`src/rtl/demux_stream_1_to_n.sv`:
```
// demux_stream_1_to_n: routes a single input stream to N_OUT registered output lanes by select or round-robin.
// Latency: 1 cycle from an accepted input word to its lane showing o_valid.
// Backpressure: o_ready falls only when the target lane is full and its consumer stalls; other lanes keep flowing.
//
// Ports:
//   i_clk, i_rst_n    clock (rising edge) and asynchronous active-low reset
//   i_data/i_sel      input word and target lane (i_sel ignored in round-robin mode)
//   i_valid/o_ready   input handshake; o_ready never looks at i_valid
//   o_data/o_valid    per-lane word (lane k at [k*DATA_W +: DATA_W]) and valid, data is 0 while idle
//   i_ready           per-lane consumer ready
//   o_drop            one-cycle pulse after a word with an out-of-range select was swallowed
//   o_drop_cnt        saturating count of swallowed words
module demux_stream_1_to_n #(
    parameter int DATA_W = 8,
    parameter int N_OUT  = 4,
    parameter int SEL_W  = 2,
    parameter int MODE   = 0,
    parameter int CNT_W  = 8
) (
    input  logic                    i_clk,
    input  logic                    i_rst_n,
    input  logic [DATA_W-1:0]       i_data,
    input  logic [SEL_W-1:0]        i_sel,
    input  logic                    i_valid,
    output logic                    o_ready,
    output logic [N_OUT*DATA_W-1:0] o_data,
    output logic [N_OUT-1:0]        o_valid,
    input  logic [N_OUT-1:0]        i_ready,
    output logic                    o_drop,
    output logic [CNT_W-1:0]        o_drop_cnt
);

    localparam bit RR_MODE = (MODE == 1);

    logic [SEL_W-1:0]  rr_ptr;
    logic [SEL_W-1:0]  tgt;
    logic              sel_bad;
    logic [N_OUT-1:0]  tgt_oh;
    logic              lane_rdy;
    logic              accept;
    logic [N_OUT-1:0]  lane_load;
    logic [N_OUT-1:0]  lane_vld;
    logic [DATA_W-1:0] lane_dat [N_OUT];
    logic              drop_q;
    logic [CNT_W-1:0]  drop_cnt;

    // ------------------------------------------------------------------
    // Target lane selection
    // ------------------------------------------------------------------
    assign tgt = RR_MODE ? rr_ptr : i_sel;

    // The round-robin pointer never leaves 0..N_OUT-1, so only the
    // select-addressed mode can see an out-of-range target.
    assign sel_bad = !RR_MODE && (int'(tgt) >= N_OUT);

    // One-hot decode of the target. An out-of-range select decodes to all
    // zeros, which is what keeps a swallowed word away from every lane.
    always_comb begin
        tgt_oh = '0;
        for (int k = 0; k < N_OUT; k++) begin
            tgt_oh[k] = (int'(tgt) == k);
        end
    end

    // A lane can take a word if it is empty or is being drained this cycle.
    assign lane_rdy  = |(tgt_oh & (~lane_vld | i_ready));
    assign o_ready   = sel_bad | lane_rdy;
    assign accept    = i_valid & o_ready;
    assign lane_load = accept ? tgt_oh : '0;

    // ------------------------------------------------------------------
    // Lane output registers
    // ------------------------------------------------------------------
    // Load has priority over drain so a lane that is emptied and refilled
    // in the same cycle keeps o_valid high. Drained lanes clear their data
    // so an idle lane always reads as zero.
    always_ff @(posedge i_clk or negedge i_rst_n) begin
        if (!i_rst_n) begin
            lane_vld <= '0;
            for (int k = 0; k < N_OUT; k++) begin
                lane_dat[k] <= '0;
            end
        end else begin
            for (int k = 0; k < N_OUT; k++) begin
                if (lane_load[k]) begin
                    lane_vld[k] <= 1'b1;
                    lane_dat[k] <= i_data;
                end else if (lane_vld[k] && i_ready[k]) begin
                    lane_vld[k] <= 1'b0;
                    lane_dat[k] <= '0;
                end
            end
        end
    end

    assign o_valid = lane_vld;

    for (genvar k = 0; k < N_OUT; k++) begin : g_lane_out
        assign o_data[k*DATA_W +: DATA_W] = lane_dat[k];
    end

    // ------------------------------------------------------------------
    // Round-robin pointer
    // ------------------------------------------------------------------
    // Advances only on an accepted word, so a stalled lane holds the
    // pointer and strict lane order is preserved.
    always_ff @(posedge i_clk or negedge i_rst_n) begin
        if (!i_rst_n) begin
            rr_ptr <= '0;
        end else if (RR_MODE && accept) begin
            if (int'(rr_ptr) == N_OUT - 1) begin
                rr_ptr <= '0;
            end else begin
                rr_ptr <= rr_ptr + 1'b1;
            end
        end
    end

    // ------------------------------------------------------------------
    // Drop reporting
    // ------------------------------------------------------------------
    always_ff @(posedge i_clk or negedge i_rst_n) begin
        if (!i_rst_n) begin
            drop_q   <= 1'b0;
            drop_cnt <= '0;
        end else begin
            drop_q <= accept & sel_bad;
            if (accept && sel_bad && (drop_cnt != '1)) begin
                drop_cnt <= drop_cnt + 1'b1;
            end
        end
    end

    assign o_drop     = drop_q;
    assign o_drop_cnt = drop_cnt;

endmodule
```
`config.mk`:
```
export PLATFORM = sky130hd
export DESIGN_NAME = demux_stream_1_to_n
export DESIGN_NICKNAME = d
export VERILOG_FILES = /design/src/rtl/demux_stream_1_to_n.sv
export SDC_FILE = /design/constraint.sdc
export NUM_CORES = 1
export LEC_CHECK = 0
export CORE_MARGIN = 2
export CORE_UTILIZATION = 40
export DETAILED_ROUTE_END_ITERATION = 7
export PLACE_DENSITY = 0.75
export SLEW_MARGIN = 20
export SYNTH_ARGS = -nofsm -noshare
export SYNTH_HDL_FRONTEND = slang
export SYNTH_SLANG_ARGS = --single-unit
```
`constraint.sdc`:
```
create_clock -name i_clk -period 1.4 [get_ports i_clk]
set_input_delay 0.14 -clock i_clk [delete_from_list [all_inputs] [get_ports i_clk]]
set_output_delay 0.14 -clock i_clk [all_outputs]
set_load 0.01 [all_outputs]
```
==> After elaboration in Yosys (flattened, before gate mapping) <==
Index checks and enable logic that the tools add are counted.
{ "word_totals": {"out_inout_bits": 46, "regBits": 36} }
{ "classes": {"n_mux": 17, "eq_ne": 3, "reduce_logical": 10, "n_bitwise": 4} }
{ "op_table": {"columns": ["cell", "count"], "rows": [
  ["$mux 8", 8],
  ["$mux 1", 8],
  ["$reduce_bool 2->1", 4],
  ["$and 4x4->4", 1],
  ["$eq 2x2->1 const B", 2],
  ["$logic_and 1x1->1", 4],
  ["$mux 4", 1],
  ["$not 4->4", 1],
  ["$or 4x4->4", 1],
  ["$reduce_or 4->1", 1],
  ["$eq 2x1->1 const B", 1],
  ["$logic_not 2->1", 1],
  ["$and 1x1->1", 1]
]} }

==> Depth between registers and ports, before layout <==
Gate-level depths: netlist of run 1.
{ "depth": {"ltp_word": 7, "depth_mapped": 4} }

==> Least setup slack after synthesis of run 1 <==
OpenSTA, ideal clock, no wires.
{ "synth_path": {"kind": "register -> register", "from": "reg lane_vld[0], in the netlist o_valid[0]", "to": "reg lane_dat, in the netlist o_data[0]", "stages_incl_launch_ff": 5, "arrival_ns": 1.337, "setup_time_ns": 0.122, "setup_slack_ns": -0.058, "n_path_buf": 2, "required_time_ns": 1.278, "period_less_slack_ns": 1.458, "cell_sequence": "dfrtp_1 -> buf_6 -> or4b_1 -> buf_2 -> a32o_1"} }
{ "synth_between": {"elab_chain_len": 7, "word_cells_on_any_way": 9, "classes_between": "2 x mux; 4 x bitwise; 3 x reduce/logical"} }
{ "synth_lines": {"columns": ["item", "line", "text"], "rows": [
  ["from (decl)", "42", "logic [N_OUT-1:0] lane_vld;"],
  ["from (signal assigned)", "79", "lane_vld <= '0;"],
  ["from (signal, indexed assignment)", "86", "lane_vld[k] <= 1'b1;"],
  ["from (signal, indexed assignment)", "89", "lane_vld[k] <= 1'b0;"],
  ["$not 4->4", "66", "assign lane_rdy = |(tgt_oh & (~lane_vld | i_ready));"],
  ["$or 4x4->4", "66", null],
  ["$and 4x4->4", "66", null],
  ["$reduce_or 4->1", "66", null],
  ["$and 1x1->1", "68", "assign accept = i_valid & o_ready;"],
  ["$mux 4", "69", "assign lane_load = accept ? tgt_oh : '0;"],
  ["$mux 8 or $reduce_bool 2->1 (tied branches)", null, null],
  ["to (signal, indexed assignment)", "87", "lane_dat[k] <= i_data;"],
  ["to (decl)", "43", "logic [DATA_W-1:0] lane_dat [N_OUT];"]
]} }
Parallel ways exist; a longest one is shown, timed or not.
A chain may end at the register's enable or synchronous reset.

==> Worst setup path in the final report of run 1 <==
{ "layout_path": {"from": "in i_ready[3]", "to": "out o_ready"} }
{ "layout_between": {"elab_chain_len": 3} }
{ "layout_lines": {"columns": ["item", "line", "text"], "rows": [
  ["from (decl)", "28", "input logic [N_OUT-1:0] i_ready,"],
  ["$or 4x4->4", "66", null],
  ["$and 4x4->4", "66", null],
  ["$reduce_or 4->1", "66", null],
  ["to (decl)", "25", "output logic o_ready,"]
]} }
Every way passes these cells.

==> metrics.md, run 1 <==
| Metric | Value |
|---|---|
| R2R Path End | `o_data[5]` |
| Slew HR | `62.75%` |
| Adder-Cell Fraction of Synth Area | `0%` |
| Layout Skew | `about 0.0049 ns` |
| Clock-pin slew on the worst setup and hold paths | `0.07 ns` |
| Seq cells post-synth | `36` |
| I/O pin count | `63` |
| Outcome | `complete, but fails checks` |
| Leak | `between 0.001 and 0.0015 µW` |
| FF-to-FF path depth | `3` |
| Clock latency on the worst-skew pair | `between 0.2 and 0.3 ns` |
| H-Tree Level Count | `2` |
| Endpoint class of the critical path | `primary output` |
| Hold Crit Class | `in -> async` |
| CP startpoint kind | `input pin` |
| Global Route Usage Sum | `20.76%` |
| PD cells | `1139 mW/mm²` |
| Initial antenna violation count | `0` |
| RSZ-0062 raised after global routing | `yes` |
| Mapped Area | `0.001774 mm²` |
| Detailed Place HPWL | `3549 µm` |
| TritonRoute pass-1 iters | `5` |
| Starting Density | `41.03%` |
| Max-Cap Viols | `0` |
| Main combinational cell family by area after synthesis | `compound AO/OA/AOI/OAI gates` |
| Row count | `24` |
| Multiplexer share of the synthesized area | `between 1 and 1.5%` |
| Number of routed nets with antenna violations | `0` |
| Die Y | `70.60 µm` |
| Die W | `between 70 and 80 µm` |
| XOR/XNOR share of the synthesized area | `0%` |
| Routability cong. | `a little under 0.8` |
| Peak VDD IR | `between 0.6 and 0.7 mV` |
| Routed length per instance | `18.95 µm` |
| Die area | `0.004984 mm²` |
| Worst hold margin | `0.2300 ns` |
| Vias in the first global route | `1572` |
| Crit Reg-Reg Startpoint | `o_valid[0]` |
| Slew Viols, Final | `0` |
| Detailed-route via count | `1506` |
| Routed wl met2 | `2597 µm` |
| Setup slack after layout | `-0.1077 ns` |
| WS Path Type | `in -> out` |
| DRC viols | `0` |
| First-pass GRT wire length | `slightly above 8000 µm` |
| Crit Path Max Fanout | `2` |
| # setup viols final | `6` |
| Number of CTS-inserted buffers | `5` |
| Slew @ Worst Pin | `0.5563 ns` |
| Final hold vios | `0` |
| Post-Synth Simple-Gate Area | `roughly 6.3%` |
| Met3 WL | `330 µm` |
| Compound-Gate Fraction of Synth Area | `32.72%` |
| CTS sink count | `36` |
| Nets@finish | `227` |
| Clock Path Buffers | `2` |
| Data arrival, critical path | `1.37 ns` |
| Post-synthesis sequential area ratio | `50.78%` |
| CTS tree | `yes` |
| DRT iter0 DRCs | `106` |
| Syn. warnings | `0` |
| Placed cells | `between 200 and 300` |
| Setup TNS | `-0.1381 ns` |
| Tcrit/Tclk final | `107.7%` |
| Cell variety after synth | `19` |
| Congestion Overflow GR | `0` |
| Highest metal used | `met4` |
| Post-route cell area | `approximately 0.0025 mm²` |
| Routed Wire Length | `4984 µm` |
| Core Region | `0.004324 mm²` |
| Root Driver | `clkbuf_8` |
| Gate Count Post-Synth | `147` |
| Max Clock Freq | `663.3 MHz` |
| Pin count of the biggest net entering global routing | `37` |
| Diode count | `0` |
| M1 WL | `between 2000 and 2500 µm` |
| Placed Area | `0.002420 mm²` |
| Area Overhead vs Synth | `42.60%` |
| Final Non-Filler Cells | `263` |
| Vias per Instance | `~5.7` |
| Failing checks | `negative setup slack` |
| Layout cells sized above 1 | `around 16%` |
| R2R Setup Slk | `0 ns` |
| Mean post-synth cell area | `12.07 µm²` |
| Fin crit period | `1.508 ns` |
| CP Data Required Time | `1.26 ns` |
| Port Buf Inserts | `between 50 and 60` |
-- cells by family after synthesis --
group | Yosys count
AOI/OAI and AO/OA | 68
buffers and inverters | 27
DFF | 36
muxes | 1
other | 1
and+or+nand+nor | 14
-- critical path, stage by stage --
cell	delay, ns
clkdlybuf4s50_1	0.44
nand2b_4	0.16
mux4_2	0.48
buf_6	0.14
-- worst max-delay path by stage --
stage | startpoint | endpoint
floorplan | o_valid[0] | o_data[0]
global placement | i_ready[1] | o_ready
CTS | o_valid[3] | o_ready
finish | i_ready[3] | o_ready
global route | o_valid[2] | o_ready
detailed placement | i_ready[3] | o_ready
-- timing repair --
| action | 4_1_cts | 5_1_grt |
|---|---|---|
| setup endpoints to repair | 13 | 10 |
| setup buffers | 0 | 0 |
| hold buffers | 0 | 0 |
| resized for setup | 12 | 2 |
-- through the flow --
stage,utilization (%),setup WS (ns),total power (µW)
CTS,58.30,-0.1126,2902
floorplan,-,-0.05849,1669
global placement,55.96,-0.4628,2114
finish,58.51,-0.1077,2883
detailed placement,55.96,-0.4738,2153
global route,58.51,-0.1377,3027
-- flip-flops by register name, indices dropped and copies added (netlist names) --
name and count:
o_data 32, o_valid 4
-- report_power, final --
part           switching (µW)  leakage, µW  internal (µW)
clock network             343    0.0000455            401
registers                81.8     0.000468           1190
logic                     362     0.000555            508
total                     787      0.00107           2100
-- synth_stat cells --
master | n | area, µm²
dfrtp_1 | 36 | 900.9
a21boi_0 | 32 | 240.2
a32o_1 | 32 | 320.3
buf_4 | 10 | 75.07
clkbuf_1 | 9 | 33.78
buf_2 | 6 | 30.03
nand2b_1 | 5 | 31.28
o21ai_0 | 4 | 20.02
and3b_1 | 2 | 17.52
nand4bb_1 | 2 | 22.52
and3_1 | 1 | 6.260
buf_6 | 1 | 11.26
conb_1 | 1 | 3.750
inv_1 | 1 | 3.750
mux4_2 | 1 | 22.52
nand2_1 | 1 | 3.750
nand4b_1 | 1 | 8.760
nor3b_2 | 1 | 12.51
or4b_1 | 1 | 10.01
-- layout make-up --
class                           instances  area [µm²]
Sequential cell                        36       900.9
Inverter                                1       3.754
Timing Repair Buffer                   74       701.9
Fill cell                             362        1794
Tap cell                               52       65.06
Clock buffer                            8       90.09
Multi-Input combinational cell         92       768.2
-- cells in the final DEF, fill, tap and decap left out, drive strengths merged, types with 2 or more instances in the layout --
master and count:
a21boi 32, a32o 32, and3b 2, buf 22
clkbuf 8, clkdlybuf4s50 48, conb 9, dfrtp 36
dlygate4sd2 3, nand2b 5, nand4bb 2, o21ai 4
-- per-layer routing --
layer	global-route usage, %	up-vias
met5	0	-
met4	6.080	0
met3	3.989	4
met2	35.01	71
met1	27.46	744
li1	-	687
Note: power is estimated with default switching activity, not from simulation.
==> run 2: changes to the inputs <==
- CTS_CLUSTER_DIAMETER: default -> 150
==> results of run 2 <==
No change in the layout: final DEF, timing and power equal those of run 1.
==> run 3: changes to the inputs <==
- ABC_AREA: default -> 1
- CORE_UTILIZATION: 40 -> 39
==> metrics.md, run 3 <==
| Metric | Value |
|---|---|
| Crit Reg-Reg Startpoint | `o_valid[3]` |
| CP max stage cell | `clkdlybuf4s50_1` |
| CP startpoint kind | `flip-flop` |
| Number of CTS-inserted buffers | `5` |
| Synth cell count leaders | `nand2_1, dfrtp_1, nand3_1, nand4_1, buf_4` |
| Clock latency on the worst-skew pair | `0.29 ns` |
| Diode count | `0` |
| I/O pin count | `63` |
| Core Region | `0.004086 mm²` |
| Filler instances | `around 350` |
| Post-Synth Simple-Gate Area | `between 30% and 40%` |
| First-pass GRT wire length | `7162 µm` |
| R2R Path End | `o_data[9]` |
| Final hold vios | `0` |
| Vias in the first global route | `~1.5k` |
| Global Route Usage Sum | `18.73%` |
| Mean post-synth cell area | `9.124 µm²` |
| Peak VDD IR | `about 0.70 mV` |
| Multiplexer share of the synthesized area | `0%` |
| Syn. warnings | `0` |
| Cell accounting for the most synthesized area | `dfrtp_1` |
| Psw | `slightly below 900 µW` |
| Gate Count Post-Synth | `185` |
| Congestion Overflow GR | `0` |
| Area Overhead vs Synth | `47.52%` |
| Cell variety after synth | `16` |
| Final Non-Filler Cells | `306` |
| H-Tree Level Count | `2` |
| Area contributors post-synth | `dfrtp_1, nand4_1, nand2_1` |
| Main combinational cell family by area after synthesis | `simple AND/OR/NAND/NOR gates` |
| Starting Density | `41.30%` |
| Number of routed nets with antenna violations | `0` |
| TritonRoute pass-1 iters | `5` |
| Vias per Instance | `5.114` |
| Data arrival, critical path | `approximately 1.2 ns` |
| Synth async-reset ratio | `100.0%` |
| Outcome | `complete, no violations` |
| Seq cells post-synth | `36` |
| Area share of the largest cell type after synthesis | `53.37%` |
| Clock-pin slew on the worst setup and hold paths | `approximately 0.07 ns` |
| PD cells | `1190 mW/mm²` |
| EDFF count, synth | `0` |
| Root Driver | `clkbuf_8` |
| Comb pwr share | `30.3%` |
| Placed cells | `297` |
| XOR/XNOR share of the synthesized area | `0%` |
| Hold buffers post-CTS | `0` |
| CP bufs+invs | `1` |
| R2R Setup Slk | `0.11 ns` |
| Critical path cell sequence | `clkdlybuf4s50_1` |
| Ys flop type | `dfrtp_1` |
| Post-synthesis sequential area ratio | `between 50% and 60%` |
| Most frequent cells in the layout | `nand2_1, clkdlybuf4s50_1, dfrtp_1, nand3_1, nand4_1` |
| Top-count cell post-synth | `nand2_1` |
| Switching share of total power | `29.75%` |
| Detailed-route via count | `1565` |
| Commonest non-fill, non-tap cell in the layout | `nand2_1` |
| Die W | `69.79 µm` |
| Routed length per instance | `14.03 µm` |
| RSZ-0062 raised after global routing | `no` |
| Fin util | `between 60% and 70%` |
| Port Buf Inserts | `53` |
| CP Data Required Time | `1.26 ns` |
| Worst hold margin | `0.2110 ns` |
| Register area | `900.9 µm²` |
| Tot Pwr | `2963 µW` |
| Die area | `about 0.005 mm²` |
| Initial antenna violation count | `0` |
| Routed Wire Length | `around 4300 µm` |
| Clock Path Buffers | `2` |
| Hold Crit Class | `in -> async` |
| P_int | `2082 µW` |
| Crit Path Max Fanout | `2` |
| Clock Power Share | `25.6%` |
| DRC viols | `0` |
| DRT iter0 DRCs | `92` |
| Crit path depth | `1` |
| Slew Viols, Final | `0` |
| Critical path endpoint | `o_data[15]` |
| Mapped Area | `0.001688 mm²` |
| Compound-Gate Fraction of Synth Area | `0%` |
| Worst path max stage delay | `about 0.54 ns` |
| Crit path launch | `o_data[15]` |
| Pin count of the biggest net entering global routing | `37` |
| Tcrit/Tclk final | `a little over nine tenths` |
| CTS tree | `yes` |
| Routability cong. | `approximately 0.77` |
| WS Path Type | `reg -> out` |
| Fin crit period | `1.354 ns` |
| Max Clock Freq | `approximately 740 MHz` |
| FF-to-FF path depth | `9` |
| Sequential Power Share | `around 44%` |
| Endpoint class of the critical path | `primary output` |
| Max reg flops | `32` |
| Area of the multi-input gates | `705.7 µm²` |
| # setup viols final | `0` |
| Layout Skew | `0.005132 ns` |
| Adder-Cell Fraction of Synth Area | `0%` |
| Top Family by Delay on Critical Path | `buffers and inverters` |
| Detailed Place HPWL | `3026 µm` |
| Max-Cap Viols | `0` |
| CTS sink count | `36` |
| Layout cells sized above 1 | `roughly 14%` |
| Die Y | `69.79 µm` |
| Nets@finish | `around 270` |
| Leak | `0.001248 µW` |
| Setup TNS | `0 ns` |
| Row count | `23` |
run 3: cell type report:
| type | count | area share, % |
|---|---|---|
| clock buffer | 6 | 3.317 |
| clock inverter | 2 | 0.4020 |
| inverter | 9 | 1.357 |
| multi-input combinational | 133 | 28.34 |
| sequential | 36 | 36.18 |
| tap | 50 | 2.513 |
| timing repair buffer | 70 | 27.89 |
run 3: metal layers:
layer	routed length, µm	track usage [%]	vias up
li1	-	-	767
met2	2019	28.99	66
met5	0	0	-
met4	69	6.197	0
met3	309	6.686	8
met1	1896	24.46	724
run 3: how the worst min path moves through the flow:
stage | endpoint | start | depth (start not counted) | slack, ns
6_report | o_data[19] | i_rst_n | 2 | 0.21
5_1_grt | o_data[22] | i_rst_n | 2 | 0.25
4_1_cts | o_data[19] | i_rst_n | 2 | 0.23
3_5_place_dp | o_data[20] | o_data[20] | 2 | 0.49
3_3_place_gp | o_data[11] | o_data[11] | 2 | 0.49
2_1_floorplan | o_data[0] | i_rst_n | 0 | -0.16
run 3: cell families after synthesis:
group	after synthesis
and+or+nand+nor	123
buffers and inverters	25
DFF	36
other	1
run 3: power groups by stage:
stage | sequential (µW) | combinational, µW | clock [µW]
after detailed placement | 1320 | 883 | 0
after global routing | 1330 | 974 | 831
after global placement | 1320 | 866 | 0
after CTS | 1310 | 876 | 770
final | 1310 | 898 | 759
after floorplan | 1400 | 283 | 0
run 3: repair_timing:
action	4_1_cts	5_1_grt
buffers inserted	0	0
setup endpoints to repair	37	33
resized for setup	8	11
cloned	0	1
run 3: through the flow:
| step | instance area, µm² | setup slack [ns] |
|---|---|---|
| after floorplan | 1718 | 0.2141 |
| after global placement | 2346 | -0.3595 |
| after detailed placement | 2346 | -0.3940 |
| after CTS | 2431 | 0.004921 |
| after global routing | 2490 | 0.001205 |
| final | 2490 | 0.04555 |
